**config.mk**
```make
export PLATFORM = sky130hd
export DESIGN_NAME = switch_reader
export DESIGN_NICKNAME = d
export VERILOG_FILES = /design/src/rtl/io_pkg.sv /design/src/rtl/debounce_sync.sv /design/src/rtl/switch_reader.sv
export SDC_FILE = /design/constraint.sdc
export NUM_CORES = 1
export LEC_CHECK = 0
export ABC_CLOCK_PERIOD_IN_PS = 2200
export CAP_MARGIN = 20
export CORE_MARGIN = 2
export CORE_UTILIZATION = 58
export CTS_CLUSTER_DIAMETER = 60
export DETAILED_ROUTE_END_ITERATION = 6
export PLACE_DENSITY = 0.79
export RECOVER_POWER = 25
export SLEW_MARGIN = 20
export SYNTH_ARGS = -nofsm -noshare
export SYNTH_HDL_FRONTEND = slang
export SYNTH_SLANG_ARGS = --single-unit
```
**constraint.sdc**
```tcl
create_clock -name clk -period 2.2 [get_ports clk]
set_clock_uncertainty 0.05 [all_clocks]
set_input_delay 0.44 -clock clk [delete_from_list [all_inputs] [get_ports clk]]
set_output_delay 0.44 -clock clk [all_outputs]
set_load 0.01 [all_outputs]
```
**src/rtl/io_pkg.sv**
```systemverilog
// rtl/io_pkg.sv - shared constants and status-word helper for the memory-mapped I/O ports
package io_pkg;

  localparam int IO_DATA_W = 16;

  localparam logic SW_ADDR_DATA   = 1'b0;
  localparam logic SW_ADDR_STATUS = 1'b1;

  localparam int ST_READY   = 0;
  localparam int ST_OVERRUN = 1;

  // Packs the flag bits into the status word; all other bits read as zero.
  function automatic logic [IO_DATA_W-1:0] status_word(input logic ready, input logic overrun);
    logic [IO_DATA_W-1:0] w;
    w = '0;
    w[ST_READY]   = ready;
    w[ST_OVERRUN] = overrun;
    return w;
  endfunction

endpackage

```
**src/rtl/debounce_sync.sv**
```systemverilog
// rtl/debounce_sync.sv - 2-FF synchroniser plus shared-counter debouncer for a W-bit input bank
module debounce_sync #(
  parameter int W               = 16,
  parameter int DEBOUNCE_CYCLES = 1_000_000,
  parameter int CNT_W           = 20
) (
  input  logic         clk,
  input  logic         rst,
  input  logic [W-1:0] din,
  output logic [W-1:0] stable
);

  localparam logic [CNT_W-1:0] CNT_MAX = CNT_W'(DEBOUNCE_CYCLES - 1);

  logic [W-1:0]     sync_q1;
  logic [W-1:0]     sync_q2;
  logic [CNT_W-1:0] cnt;

  // Two flops bring the asynchronous inputs into the clk domain.
  always_ff @(posedge clk or negedge rst) begin
    if (!rst) begin
      sync_q1 <= '0;
      sync_q2 <= '0;
    end else begin
      sync_q1 <= din;
      sync_q2 <= sync_q1;
    end
  end

  // Accept the synced bank once it has differed from the stable value for the full window;
  // only a return to the stable value restarts the count, not further bit changes.
  always_ff @(posedge clk or negedge rst) begin
    if (!rst) begin
      stable <= '0;
      cnt    <= '0;
    end else if (sync_q2 == stable) begin
      cnt <= '0;
    end else if (cnt == CNT_MAX) begin
      stable <= sync_q2;
      cnt    <= '0;
    end else begin
      cnt <= cnt + 1'b1;
    end
  end

endmodule

```
**src/rtl/switch_reader.sv**
```systemverilog
// rtl/switch_reader.sv - debounced switch snapshot port with registered CPU read (option: SWITCH_OVERRUN_EN)
module switch_reader
  import io_pkg::*;
#(
  parameter int DEBOUNCE_CYCLES = 1_000_000,
  parameter int CNT_W           = 20
) (
  input  logic                 clk,
  input  logic                 rst,
  input  logic                 SwitchCtrl,
  input  logic                 addr,
  input  logic [IO_DATA_W-1:0] switch_in,
  input  logic                 btn_confirm,
  output logic [IO_DATA_W-1:0] read_data,
  output logic                 data_ready
);

  logic [IO_DATA_W-1:0] sw_stable;
  logic                 btn_stable;
  logic                 btn_stable_d;
  logic [IO_DATA_W-1:0] hold;
  logic                 overrun;
  logic                 press;
  logic                 rd_data;
  logic                 rd_status;

  debounce_sync #(
    .W               (IO_DATA_W),
    .DEBOUNCE_CYCLES (DEBOUNCE_CYCLES),
    .CNT_W           (CNT_W)
  ) u_sw_db (
    .clk    (clk),
    .rst    (rst),
    .din    (switch_in),
    .stable (sw_stable)
  );

  debounce_sync #(
    .W               (1),
    .DEBOUNCE_CYCLES (DEBOUNCE_CYCLES),
    .CNT_W           (CNT_W)
  ) u_btn_db (
    .clk    (clk),
    .rst    (rst),
    .din    (btn_confirm),
    .stable (btn_stable)
  );

  assign press     = btn_stable & ~btn_stable_d;
  assign rd_data   = SwitchCtrl && (addr == SW_ADDR_DATA);
  assign rd_status = SwitchCtrl && (addr == SW_ADDR_STATUS);

  // Delayed button copy so a held press yields a single one-cycle event.
  always_ff @(posedge clk or negedge rst) begin
    if (!rst) btn_stable_d <= 1'b0;
    else      btn_stable_d <= btn_stable;
  end

  // Snapshot the debounced switches on each press event.
  always_ff @(posedge clk or negedge rst) begin
    if (!rst)       hold <= '0;
    else if (press) hold <= sw_stable;
  end

  // Ready flag: set by a press, cleared by a data read; a simultaneous set wins.
  always_ff @(posedge clk or negedge rst) begin
    if (!rst)         data_ready <= 1'b0;
    else if (press)   data_ready <= 1'b1;
    else if (rd_data) data_ready <= 1'b0;
  end

`ifdef SWITCH_OVERRUN_EN
  // Sticky overrun: a press while a snapshot is unread; a status read clears it unless set again.
  always_ff @(posedge clk or negedge rst) begin
    if (!rst)                      overrun <= 1'b0;
    else if (press && data_ready)  overrun <= 1'b1;
    else if (rd_status)            overrun <= 1'b0;
  end
`else
  assign overrun = 1'b0;
`endif

  // Registered read port; the pre-edge hold and flag values are returned.
  always_ff @(posedge clk or negedge rst) begin
    if (!rst)           read_data <= '0;
    else if (rd_data)   read_data <= hold;
    else if (rd_status) read_data <= status_word(data_ready, overrun);
  end

endmodule
```
==> results.json, run 1 <==
{
  "status": "finished clean",
  "syn_area_sq_um": 4980,
  "gp_congestion": 0.776,
  "cap_violations": 0,
  "cts_buffer_depth": 2,
  "synth_seq_cells": 125,
  "critPathRequiredTime_ns": 2.55,
  "drive_gt1_share_pct": 18.7,
  "fill_cells": 532,
  "min_period_ns": 2.04,
  "syn_avg_cell_area_sq_um": 12.5,
  "port_buffers": 37,
  "yosysUniqueCellTypes": 37,
  "crit_path_top_delay_cell": "dfrtp_1",
  "critPathMaxStageDelay_ns": 0.41,
  "clockRootBuffer": "clkbuf_8",
  "placed_cell_area_sq_um": 5520,
  "htreeDepth": 4,
  "leakagePower_nw": 2.87,
  "wirelength_mm": 9.37,
  "clk_pin_slew_ns": 0.06,
  "cts_tree": "built",
  "synth_area_leader_cell": "dfrtp_1",
  "finish.utilization_pct": 75.1,
  "hold_class": "reg2reg",
  "via_per_inst": 5.36,
  "fp.coreArea_sq_um": 8260,
  "hpwl_mm": 5.61,
  "grt_pass1_vias": 3220,
  "start_kind": "flop",
  "grtUsageTotal_pct": 22.1,
  "powerDensity_nw_per_um2": 934,
  "io_pins": 38,
  "peakVddDrop_mv": 0.782,
  "route.detailed.drc": 0,
  "fp.dieArea_sq_um": 9340,
  "dr.pass1.iters": 4,
  "syn-instance-count": 398,
  "drt_iter0_drc": 114,
  "die_h_um": 96.6,
  "post-route-period-util_pct": 92.5,
  "wire_per_inst_um": 16.3,
  "layout.nets": 480,
  "ant_nets": 0,
  "hold_viol_final": 0,
  "fin_area_sq_um": 6200,
  "rsz0062_at_grt": "no",
  "cp.arrival_ns": 2.39,
  "synth_nets": 421,
  "num_antenna_cells": 0,
  "finalPower_w": 0.00579,
  "grt_max_degree": 47,
  "rows": 33,
  "insertion_delay_ns": 0.52,
  "final-setup-viol-count": 0,
  "synthTopCellsByArea": "dfrtp_1, xor2_1, mux2_2",
  "cts_made_buffers": 17,
  "cp-end-kind": "flop",
  "antenna_found_initial": 0,
  "finalSetupTns_ns": 0,
  "initial_core_util_pct": 60.3,
  "grt_pass1_wl_mm": 16.2,
  "path_max_fanout": 8,
  "grt_overflow": 0,
  "max_freq_mhz": 491,
  "tightest_slew_ns": 1.17,
  "die_w_um": 96.6,
  "syn2layout_area_growth_pct": 24.6,
  "cts_num_sinks": 125,
  "synth_warnings": 0,
  "synth_top_area_share_pct": 62.9,
  "vias": 3083,
  "slew_headroom_pct": 21.9,
  "crit_type": "reg2reg",
  "drv_slew": 0,
  "yosysSeqAreaShare_pct": 62.9,
  "worstPathCellList": "xor2_1 > nor4_2 > nand4_1 > nand2_2 > buf_4 > mux2_2"
}
[cell usage in the layout (no fill, tap or decap), types with 3 or more instances in the layout]
cell,Yosys,final
and3_1,5,5
buf_4,0,9
bufinv_16,0,6
clkbuf_16,0,16
clkdlybuf4s50_1,0,19
clkinv_4,0,3
dfrtp_1,125,125
dlygate4sd3_1,0,18
inv_1,21,21
inv_6,0,3
mux2_2,23,23
mux2_4,10,10
nand2_1,25,25
nand3_1,16,16
nand4_1,9,9
nor2_1,47,47
nor3_1,8,8
nor4_1,8,7
o21ai_0,16,16
xnor2_1,19,19
xor2_1,34,34
[synthesized netlist by cell type]
| cell | instances |
|---|---|
| dfrtp_1 | 125 |
| nor2_1 | 47 |
| xor2_1 | 34 |
| nand2_1 | 25 |
| mux2_2 | 23 |
| inv_1 | 21 |
| xnor2_1 | 19 |
| nand3_1 | 16 |
| o21ai_0 | 16 |
| mux2_4 | 10 |
| nand4_1 | 9 |
| nor3_1 | 8 |
| nor4_1 | 8 |
| clkbuf_1 | 6 |
| and3_1 | 5 |
| and4_1 | 2 |
| ha_1 | 2 |
| nand3_2 | 2 |
| nor2_2 | 2 |
| a21oi_1 | 1 |
| and2_1 | 1 |
| and3_4 | 1 |
| buf_12 | 1 |
| buf_2 | 1 |
| buf_6 | 1 |
| buf_8 | 1 |
| mux2i_1 | 1 |
| nand2_2 | 1 |
| nand2b_1 | 1 |
| nand3b_1 | 1 |
| nand4_4 | 1 |
| nor2b_1 | 1 |
| nor3_2 | 1 |
| nor4bb_1 | 1 |
| o31ai_4 | 1 |
| or2_1 | 1 |
| or3_4 | 1 |
[routing by layer]
metal,vias up,global-route usage (%),part of all wire (%),routed length (um)
li1,1445,-,-,-
met1,1555,28.7,45,4180
met2,66,36.2,51,4760
met3,17,4.99,3.1,288
met4,0,9.21,1.5,142
met5,-,0,0,0
[sequential cells by signal, indices dropped and copies added (netlist names)]
register,cells
data_ready,1
u_btn_db.stable,1
u_btn_db.sync_q1,1
u_sw_db.stable,16
btn_stable_d,1
read_data,16
u_sw_db.sync_q2,16
hold,16
u_sw_db.cnt,20
u_sw_db.sync_q1,16
u_btn_db.cnt,20
u_btn_db.sync_q2,1
[power by group]
| group | internal, W | leakage (nW) | switching (W) |
|---|---|---|---|
| sequential | 0.00237 | 1.66 | 0.0000689 |
| combinational | 0.0000791 | 0.888 | 0.0000967 |
| clock | 0.00209 | 0.321 | 0.00108 |
[through the flow]
| step | setup WS (ns) | instances | hold WS (ns) |
|---|---|---|---|
| 6_report | 0.164 | 575 | 0.299 |
| 2_1_floorplan | 0.366 | 398 | 0.0944 |
| 3_3_place_gp | 0.203 | 542 | 0.282 |
| 5_1_grt | 0.0460 | 575 | 0.298 |
| 4_1_cts | 0.0552 | 575 | 0.288 |
| 3_5_place_dp | 0.113 | 542 | 0.286 |
[final cells by class]
cell class / instances / area [sq um] / share of cell area [%]
multi-input cells: 242 / 1700 / 27.4
flip-flops and latches: 125 / 3130 / 50.5
well taps: 105 / 131 / 2.12
repair buffers: 50 / 487 / 7.85
clock buffers: 17 / 414 / 6.68
clock inverters: 15 / 259 / 4.18
inverters: 21 / 78.8 / 1.27
[worst paths after layout]
path	from	end	slack, ns	depth (start not counted)
max in group asynchronous	rst	u_sw_db.sync_q1[12]	0.60	3
min in group asynchronous	rst	hold[0]	0.64	2
max	u_sw_db.stable[14]	u_sw_db.stable[1]	0.16	6
max reg2reg	u_sw_db.stable[14]	u_sw_db.stable[1]	0.16	6
min	u_sw_db.sync_q1[14]	u_sw_db.sync_q2[14]	0.30	0
min reg2reg	u_sw_db.sync_q1[14]	u_sw_db.sync_q2[14]	0.30	0
[critical path, delay by kind of cell, from the launching register on]
| kind | cells | cell delay (ns) |
|---|---|---|
| AND/OR/NAND/NOR | 3 | 0.73 |
| flip-flops | 1 | 0.41 |
| multiplexers | 1 | 0.35 |
| buffers and inverters | 1 | 0.19 |
| XOR/XNOR | 1 | 0.18 |
[cells by family after synthesis]
logic type / count (synthesis) / share of synthesized area (%)
compound gates: 18 / 2.14
fa+ha+maj: 2 / 0.503
flops: 125 / 62.9
xor+xnor: 53 / 9.33
buf+inv: 31 / 3.07
mux: 34 / 8.42
simple gates: 135 / 13.7
[repair_timing]
action                     4_1_cts  5_1_grt
hold endpoints to repair        42        0
hold buffers                     1        0
setup endpoints to repair        0       16
resized for setup                0        1
buffers inserted                 0        0
Note: power is estimated with default switching activity, not from simulation.
==> inputs of run 2 (changes only) <==
--- a/config.mk
+++ b/config.mk
@@ -13,6 +13,7 @@
 export DETAILED_ROUTE_END_ITERATION = 6
 export PLACE_DENSITY = 0.79
 export RECOVER_POWER = 25
+export SKIP_LAST_GASP = 1
 export SLEW_MARGIN = 20
 export SYNTH_ARGS = -nofsm -noshare
 export SYNTH_HDL_FRONTEND = slang
==> results of run 2 <==
The final DEF is identical to that of run 1; final timing and power are the same.
